<file path="src/rtl/lpc_dram_pkg.sv">
// Shared definitions for the LPC DDR3 stream writer and read master:
// CSR map, FSM encoding and datapath widths.
package lpc_dram_pkg;

    localparam int unsigned SAMPLE_W = 16;
    localparam int unsigned ADDR_W   = 16;

    localparam logic [2:0] CSR_BASE      = 3'h0;
    localparam logic [2:0] CSR_LENGTH    = 3'h1;
    localparam logic [2:0] CSR_STEP      = 3'h2;
    localparam logic [2:0] CSR_DELIVERED = 3'h3;
    localparam logic [2:0] CSR_START     = 3'h4;
    localparam logic [2:0] CSR_DONE      = 3'h5;
    localparam logic [2:0] CSR_SRESET    = 3'h6;

    localparam logic [15:0] CSR_DEAD = 16'hDEAD;

    typedef enum logic [1:0] {
        ST_IDLE,
        ST_ISSUE,
        ST_DRAIN,
        ST_DONE
    } state_t;

endpackage

</file>
<file path="src/rtl/sample_fifo.sv">
// Synchronous first-word-fall-through FIFO; head is valid whenever empty is low.
module sample_fifo #(
    parameter int unsigned DEPTH = 8,
    parameter int unsigned WIDTH = 16
) (
    input  logic                     clk,
    input  logic                     reset,
    input  logic                     push,
    input  logic [WIDTH-1:0]         push_data,
    input  logic                     pop,
    output logic [WIDTH-1:0]         head,
    output logic [$clog2(DEPTH):0]   count,
    output logic                     empty,
    output logic                     full
);

    localparam int unsigned AW = $clog2(DEPTH);
    localparam logic [AW:0] FULL_COUNT = DEPTH[AW:0];

    logic [WIDTH-1:0] mem [DEPTH];
    logic [AW-1:0]    wr_ptr;
    logic [AW-1:0]    rd_ptr;
    logic             do_push;
    logic             do_pop;

    assign empty   = (count == '0);
    assign full    = (count == FULL_COUNT);
    assign do_pop  = pop && !empty;
    // A pop frees the slot a push in the same cycle needs, so full does not block it.
    assign do_push = push && (!full || do_pop);
    assign head    = mem[rd_ptr];

    always_ff @(posedge clk) begin
        if (reset) begin
            mem    <= '{default: '0};
            wr_ptr <= '0;
            rd_ptr <= '0;
            count  <= '0;
        end else begin
            if (do_push) begin
                mem[wr_ptr] <= push_data;
                wr_ptr      <= wr_ptr + 1'b1;
            end
            if (do_pop) begin
                rd_ptr <= rd_ptr + 1'b1;
            end
            case ({do_push, do_pop})
                2'b10:   count <= count + 1'b1;
                2'b01:   count <= count - 1'b1;
                default: count <= count;
            endcase
        end
    end

endmodule

</file>
<file path="src/rtl/read_master.sv">
// Avalon-MM read master: fetches a programmed block of samples from DDR3 and
// streams them out through a credit-limited FIFO.
module read_master
    import lpc_dram_pkg::*;
#(
    parameter int unsigned FIFO_DEPTH = 8
) (
    input  logic                clk,
    input  logic                reset,
    input  logic [2:0]          csr_addr,
    input  logic                csr_read,
    input  logic                csr_write,
    input  logic [15:0]         csr_writedata,
    output logic [15:0]         csr_readdata,
    output logic [ADDR_W-1:0]   ddr_addr,
    output logic                ddr_read,
    input  logic                ddr_waitrequest,
    input  logic [SAMPLE_W-1:0] ddr_readdata,
    input  logic                ddr_readdatavalid,
    output logic [SAMPLE_W-1:0] s_data,
    output logic                s_valid,
    input  logic                s_ready
);

    localparam int unsigned CW = $clog2(FIFO_DEPTH) + 1;
    localparam logic [CW:0] CREDIT_LIMIT = FIFO_DEPTH[CW:0];

    state_t        state;
    state_t        state_next;
    logic [15:0]   base;
    logic [15:0]   length;
    logic [15:0]   step;
    logic [15:0]   delivered;
    logic [15:0]   issued;
    logic [CW-1:0] pending;
    logic [CW-1:0] fifo_count;
    logic          fifo_empty;
    logic          fifo_full;
    logic          srst;
    logic          busy;
    logic          start;
    logic          credit_ok;
    logic          accept;
    logic          push;
    logic          pop;

    // Soft reset is folded into the synchronous reset so both clear identically.
    assign srst      = reset || (csr_write && csr_addr == CSR_SRESET);
    assign busy      = (state == ST_ISSUE) || (state == ST_DRAIN);
    assign start     = csr_write && csr_addr == CSR_START && !busy;
    assign credit_ok = ({1'b0, pending} + {1'b0, fifo_count}) < CREDIT_LIMIT;
    assign ddr_read  = (state == ST_ISSUE) && (issued < length) && credit_ok;
    assign accept    = ddr_read && !ddr_waitrequest;
    assign push      = ddr_readdatavalid && busy;
    assign s_valid   = !fifo_empty;
    assign pop       = s_valid && s_ready;

    always_comb begin
        state_next = state;
        case (state)
            ST_IDLE, ST_DONE: begin
                if (start) state_next = ST_ISSUE;
            end
            ST_ISSUE: begin
                if (length == '0) begin
                    state_next = ST_DONE;
                end else if (issued == length || (accept && issued + 16'd1 == length)) begin
                    state_next = ST_DRAIN;
                end
            end
            ST_DRAIN: begin
                if (pending == '0 && fifo_empty) state_next = ST_DONE;
            end
            default: state_next = ST_IDLE;
        endcase
    end

    always_ff @(posedge clk) begin
        if (srst) begin
            state        <= ST_IDLE;
            base         <= '0;
            length       <= '0;
            step         <= 16'd1;
            delivered    <= '0;
            issued       <= '0;
            pending      <= '0;
            ddr_addr     <= '0;
            csr_readdata <= '0;
        end else begin
            state <= state_next;
            if (csr_write && !busy) begin
                case (csr_addr)
                    CSR_BASE:   base   <= csr_writedata;
                    CSR_LENGTH: length <= csr_writedata;
                    CSR_STEP:   step   <= csr_writedata;
                    default:    ;
                endcase
            end
            if (start) begin
                ddr_addr  <= base;
                issued    <= '0;
                pending   <= '0;
                delivered <= '0;
            end else begin
                if (accept) begin
                    ddr_addr <= ddr_addr + step;
                    issued   <= issued + 16'd1;
                end
                case ({accept, push})
                    2'b10:   pending <= pending + 1'b1;
                    2'b01:   pending <= pending - 1'b1;
                    default: pending <= pending;
                endcase
                if (pop) delivered <= delivered + 16'd1;
            end
            if (csr_read) begin
                case (csr_addr)
                    CSR_BASE:      csr_readdata <= base;
                    CSR_LENGTH:    csr_readdata <= length;
                    CSR_STEP:      csr_readdata <= step;
                    CSR_DELIVERED: csr_readdata <= delivered;
                    CSR_DONE:      csr_readdata <= {15'd0, state == ST_DONE};
                    3'h7:          csr_readdata <= CSR_DEAD;
                    default:       csr_readdata <= '0;
                endcase
            end
        end
    end

    sample_fifo #(
        .DEPTH (FIFO_DEPTH),
        .WIDTH (SAMPLE_W)
    ) u_fifo (
        .clk       (clk),
        .reset     (srst),
        .push      (push),
        .push_data (ddr_readdata),
        .pop       (pop),
        .head      (s_data),
        .count     (fifo_count),
        .empty     (fifo_empty),
        .full      (fifo_full)
    );

endmodule
</file>
<file path="config.mk">
export PLATFORM = sky130hd
export DESIGN_NAME = read_master
export DESIGN_NICKNAME = d
export VERILOG_FILES = /design/src/rtl/lpc_dram_pkg.sv /design/src/rtl/sample_fifo.sv /design/src/rtl/read_master.sv
export SDC_FILE = /design/constraint.sdc
export NUM_CORES = 1
export LEC_CHECK = 0
export BUFFER_PORTS_ARGS = -buffer_cell sky130_fd_sc_hd__buf_4
export CAP_MARGIN = 20
export CORE_MARGIN = 8
export CORE_UTILIZATION = 58
export CTS_BUF_LIST = sky130_fd_sc_hd__clkbuf_16
export CTS_CLUSTER_DIAMETER = 60
export DETAILED_ROUTE_END_ITERATION = 6
export HOLD_SLACK_MARGIN = 0.15
export PLACE_DENSITY = 0.78
export SLEW_MARGIN = 40
export SYNTH_ARGS = -nofsm -noshare
export SYNTH_HDL_FRONTEND = slang
export SYNTH_SLANG_ARGS = --single-unit
</file>
<file path="constraint.sdc">
create_clock -name clk -period 5 [get_ports clk]
set_input_delay 0 -clock clk [delete_from_list [all_inputs] [get_ports clk]]
set_output_delay 0 -clock clk [all_outputs]
set_load 0.03 [all_outputs]
</file>
# ---- Word-level counts from Yosys, hierarchy flattened
# Cells that the tools add are included.
dict set report word_totals {
  register_bits 256
  inputBits 42
  out_inout_bits 50
  word_cells 109
}
dict set report classes {
  addsub 10
  n_lt_le_gt_ge 5
  n_eq_ne 20
  n_mux 16
  n_bitwise 2
  n_reduce_logical 36
}
# cell count
set ops {}
lappend ops {{bitwise mux 128 bit} 1}
lappend ops {{one-hot mux 16 bit (6 select lines)} 1}
lappend ops {{two-way mux 16 bit} 5}
lappend ops {{binary-select mux 16 bit (select 3 bit)} 1}
lappend ops {{demux 16 bit (select 3 bit)} 1}
lappend ops {{adder 16 x 1 -> 16 bit, second input constant} 2}
lappend ops {{equality test 16 bit} 2}
lappend ops {{adder 16 bit} 1}
lappend ops {{zero test 16 bit} 1}
lappend ops {{< comparator 16 bit} 1}
lappend ops {{one-hot mux 4 bit (2 select lines)} 2}
lappend ops {{logical AND 1 bit} 14}
lappend ops {{equality test 3 bit, second input constant} 4}
lappend ops {{adder 4 x 1 -> 4 bit, second input constant} 2}
lappend ops {{equality test 2 bit, second input constant} 4}
lappend ops {{>= comparator 4 bit, second input constant} 2}
lappend ops {{zero test 4 bit} 2}
lappend ops {{two-way mux 2 bit} 4}
lappend ops {{NOT 3 -> 4 bit} 2}
lappend ops {{subtractor 4 x 1 -> 4 bit, second input constant} 2}
lappend ops {{adder 3 x 1 -> 3 bit, second input constant} 2}
lappend ops {{equality test 2 x 1 -> 1 bit, second input constant} 3}
lappend ops {{equality test 3 x 2 -> 1 bit, second input constant} 2}
lappend ops {{one-hot mux 2 bit (3 select lines)} 1}
lappend ops {{16 further kinds} 27}

# ---- Logic depth before layout (Yosys ltp)
dict set report depth {
  word_depth 9
  depth_mapped 18
  ltp_nobuf 15
}

# ---- By module
# Synthesis repeated with hierarchy kept, for this count alone.
dict set report unflattened {
  cells_unflattened 1436
  hier_area_um2 13186.4
}
# module n_inst cells_each area_per_inst_um2 seq_area_each_um2
set modules_own_cells {}
lappend modules_own_cells {read_master 1 862 6951.7 2362.3}
lappend modules_own_cells {sample_fifo 1 574 6234.7 2762.6}

# ---- Least setup slack after synthesis
# Ideal clock, no wire load.
dict set report synth_path {
  kind {register to register}
  from {register length[10]}
  to {register pending[3]}
  setup_ns 0.071
  arrival_ns 3.537
  t_required_ns 4.929
  slack_ns 1.392
  path_stages_with_launch 19
  path_buffers 3
  period_less_slack_ns 3.608
  path_cell_list {dfxtp_1 > clkbuf_1 > inv_1 > ha_1 > nand4_1 > nor4_1 > o21ai_0 > and3_1 > and2b_4 > inv_2 > buf_6 > buf_2 > ha_1 > ha_1 > a21o_1 > a21oi_1 > xnor2_1 > or3_1 > a21oi_1}
}
dict set report synth_between {
  elab_chain_len 6
  word_cells_on_any_way 8
  cone_classes {order compare: 1; eq/ne: 2; mux: 1; reduce/logical: 4}
}
# item line
set synth_lines {}
lappend synth_lines {{from (decl)} read_master.sv:31} ;# logic [15:0] length;
lappend synth_lines {{from (signal assigned)} read_master.sv:94} ;# CSR_LENGTH: length <= csr_writedata;
lappend synth_lines {{< comparator 16 bit (*)} read_master.sv:52} ;# assign ddr_read = (state == ST_ISSUE) && (issued < length) && credit_ok;
lappend synth_lines {{logical AND 1 bit (*) (2 in series)} read_master.sv:52}
lappend synth_lines {{net ddr_read} read_master.sv:16} ;# output logic ddr_read,
lappend synth_lines {{logical AND 1 bit (*)} read_master.sv:53} ;# assign accept = ddr_read && !ddr_waitrequest;
lappend synth_lines {{equality test 2 x 1 -> 1 bit / equality test 2 bit (equally long branches)} read_master.sv:109} ;# case ({accept, push})
lappend synth_lines {{one-hot mux 4 bit (2 select lines) / nonzero test 2 bit (equally long branches)} -}
lappend synth_lines {{to (signal assigned)} read_master.sv:110} ;# 2'b10: pending <= pending + 1'b1;
lappend synth_lines {{to (signal assigned)} read_master.sv:111} ;# 2'b01: pending <= pending - 1'b1;
lappend synth_lines {{to (signal assigned)} read_master.sv:112} ;# default: pending <= pending;
lappend synth_lines {{to (decl)} read_master.sv:35} ;# logic [CW-1:0] pending;
# Mark *: on every way through the listed nets, which the timed path passes. The rest lies on a longest branch.
# A chain may end at the register's enable or synchronous reset.

# ---- Final worst setup path
dict set report layout_path {
  from {register length[10]}
  to {register pending[3]}
}
dict set report layout_between {
  elab_chain_len 6
  word_cells_on_any_way 8
  cone_classes {order compare: 1; eq/ne: 2; mux: 1; reduce/logical: 4}
}
# item line
set layout_lines {}
lappend layout_lines {{< comparator 16 bit (*)} read_master.sv:52}
lappend layout_lines {{logical AND 1 bit (*) (2 in series)} read_master.sv:52}
lappend layout_lines {{logical AND 1 bit (*)} read_master.sv:53}
lappend layout_lines {{equality test 2 x 1 -> 1 bit / equality test 2 bit (equally long branches)} read_master.sv:109}
lappend layout_lines {{one-hot mux 4 bit (2 select lines) / nonzero test 2 bit (equally long branches)} -}
# Every way passes the cells marked *; elsewhere a longest branch is shown, timed or not.

==> flow_metrics.tcl <==
set metrics [dict create \
    outcome "completed" \
    leakage_nw 5.49 \
    max-clock-path-buffers 3 \
    drv_slew 0 \
    cts_resized 0 \
    setup.worst_path.end_class "flip-flop" \
    drc_errors 0 \
    synth-xor-area-share 0.0395 \
    place_congestion 0.961 \
    synth_top_area_cell "dfxtp_1" \
    synthMuxAreaShare 0.0979 \
    antenna_left 0 \
    fin_crit_ns 4.15 \
    netlist_instances 1580 \
    path_delay_family "simple AND/OR/NAND/NOR gates" \
    clock_skew_ns 0.0282 \
    synthSimpleGateAreaFrac 0.217 \
    area_growth_pct 16.6 \
    finalNetCount 1746 \
    grt_max_degree 211 \
    final_cells 1954 \
    wl_per_cell_um 18.9 \
    wl_mm 36.8 \
    hpwl_mm 23.5 \
    worstPathArrival_ns 4.61 \
    synthArstFlopShare 0 \
    powerDensity_nw_per_um2 332 \
    route.detailed.vias_per_inst 6.05 \
    io_buffers 91 \
    num_antenna_cells 0 \
    synth-main-ff-cell "dfxtp_1" \
    synth-seq-cells 256 \
    dp.cells 1856 \
    critical-path-max-stage-delay_ns 0.58 \
    fmax_mhz 241 \
    synth_compound_area_frac 0.149 \
    grt_pass1_wl_mm 58.3 \
    drt-initial-drc-count 1011 \
    fin_crit_sh 0.829 \
    crit_buf_inv 2 \
    gr-total-overflow 0 \
    dr.pass1.iters 6 \
    comb_power_share 0.164 \
    seq_area_frac_synth 0.399 \
    cts_buffers 28 \
    start_kind "flip-flop" \
    clk_latency_ns 0.56 \
    p_sw_frac 0.286 \
    intPower_mw 3.55 \
    synth-adder-area-share 0.0504 \
    synth_cell_types 59 \
    die_h_um 165 \
    yosysMostFrequentCell "nand2_1" \
    switchingPower_mw 1.42 \
    min-delay-path-class "in -> reg" \
    synth_top_family_by_area "simple AND/OR/NAND/NOR gates" \
    synth.avg_cell_area_um2 8.13 \
    synth_top_area_share 0.399 \
    total_power_mw 4.97 \
    fin_tns_setup_ns 0 \
    syn-num-nets 1672 \
    postCtsSetupBuffers 0 \
    hold_buffers 45 \
    path_class "reg -> reg" \
    first_global_vias 11357 \
    netlist_top_cells_count "nand2_1, dfxtp_1, a21oi_1" \
    antenna_found_initial 0 \
    utilization 0.689 \
    cp_max_fo 39 \
    die_w_um 165 \
    cp_slowest_cell "inv_2" \
    dieArea_um2 27200 \
    dr_total_vias 11813 \
    cts_root_buf "clkbuf_16" \
    clkPwrFrac 0.400 \
    worst_path_most_repeated_cell "ha_1" \
    cts_num_sinks 256 \
    fp-row-count 54 \
    grt_usage 0.265 \
    rsz0062_at_grt "false" \
    pin_count 92 \
    finalHoldViolCount 0 \
    syn_area_um2 12800 \
    drive_above_1_share 0.143 \
    drv_cap 0 \
    crit_required_ns 5.46 \
    ys_top_cells_by_area "dfxtp_1, nand2_1, a21oi_1" \
    core_um2 21800 \
    initial_core_util 0.591 \
    clkSlewWorstSetupHoldPaths_ns 0.06 \
    synth_edf_count 0 \
    worstMarginPinSlew_ns 0.853 \
    htreeDepth 1 \
    relSlewSlack 0.429 \
    cts_tree "built" \
    worstPathCellList "inv_1 > ha_1 > nand4_1 > nor4_1 > o21ai_0 > and3_1 > and2b_4 > inv_2 > ha_1 > ha_1 > a21o_1 > a21oi_1 > xnor2_1 > or3_1 > a21oi_1" \
    yosys_warnings 0 \
    power_frac_seq 0.436 \
    vdd_drop_max_mv 0.291 \
    setup_viol 0 \
]
==> stage by stage <==
step	hold slack [ns]	cell area [µm²]	setup WS, ns
after floorplan	0.124	12800	1.39
after global placement	0.256	13500	1.10
after detailed placement	0.259	13600	0.965
after CTS	0.187	14900	0.948
after global routing	0.239	15000	0.548
final	0.209	15000	0.855
==> flip-flops by register name (all words and copies together) (netlist names), 4 cells and up <==
name,flops
pending,4
base,16
delivered,16
issued,16
u_fifo.mem,128
length,16
u_fifo.count,4
ddr_addr,16
step,16
csr_readdata,16
==> routing by layer <==
metal	vias to the layer above	global-route usage	share of wire
met5	-	0	0
met1	5616	0.339	0.41
li1	5561	-	-
met4	0	0.0885	0.030
met3	82	0.0528	0.084
met2	554	0.440	0.48
==> kinds of logic after synthesis <==
logic type / after synthesis
and+or+nand+nor: 646
AOI/OAI and AO/OA: 342
DFF: 256
buffers and inverters: 152
muxes: 76
xor gates and xnor gates: 58
adders and majority gates: 50
==> cells in the final DEF (no fill, tap or decap), types with 5 or more instances in the layout <==
cell type,synthesis,final
a31oi_1,10,10
clkinv_1,0,7
buf_4,2,108
nand3_1,19,18
o211ai_1,7,7
ha_1,47,47
xor2_1,30,30
a211oi_1,16,16
nor2_1,90,88
nand2_1,421,421
dfxtp_1,256,253
inv_1,37,39
clkinv_2,0,5
mux2_2,27,27
o21ai_0,44,44
o2111ai_1,5,5
mux2i_1,12,12
and2_1,6,6
nand2b_1,11,11
nor3_1,15,13
a21o_1,8,8
clkbuf_16,0,28
a22oi_1,11,11
nand4_1,16,16
dlygate4sd3_1,0,45
a21oi_1,225,225
xnor2_1,28,28
and3_1,6,6
mux4_2,37,37
or3_1,15,15
nor4_1,11,10
nor2b_1,14,14
==> path summary, 6_finish.rpt <==
path                      from             end  slack, ns  cells past startpoint
min          ddr_readdatavalid      pending[2]       0.21                      5
max                 length[10]      pending[3]       0.85                     15
max reg2reg         length[10]      pending[3]       0.85                     15
min reg2reg     u_fifo.mem[97]  u_fifo.mem[97]       0.45                      2
==> power groups by stage <==
stage          clock (mW)  combinational [mW]  sequential (mW)
2_1_floorplan           0               0.532             2.21
3_3_place_gp            0               0.761             2.20
3_5_place_dp            0               0.775             2.21
4_1_cts              2.01               0.808             2.16
5_1_grt              2.09               0.881             2.17
6_report             1.99               0.815             2.16
==> worst register-to-register path, cell delays in order (launching register included) <==
cell     delay, ns
dfxtp_1       0.51
inv_1         0.10
ha_1          0.31
nand4_1       0.13
nor4_1        0.36
o21ai_0       0.15
and3_1        0.22
and2b_4       0.24
inv_2         0.58
ha_1          0.34
ha_1          0.25
a21o_1        0.18
a21oi_1       0.17
xnor2_1       0.09
or3_1         0.30
a21oi_1       0.14
==> area by class of cell <==
cell class,count,area (µm²)
multi-input cells,1172,7140
clock buffers,28,701
clock inverters,22,180
fillers,1692,6770
flip-flops and latches,256,5130
repair buffers,158,1340
well taps,280,350
inverters,38,143
Power figures use the tool's default switching activity.
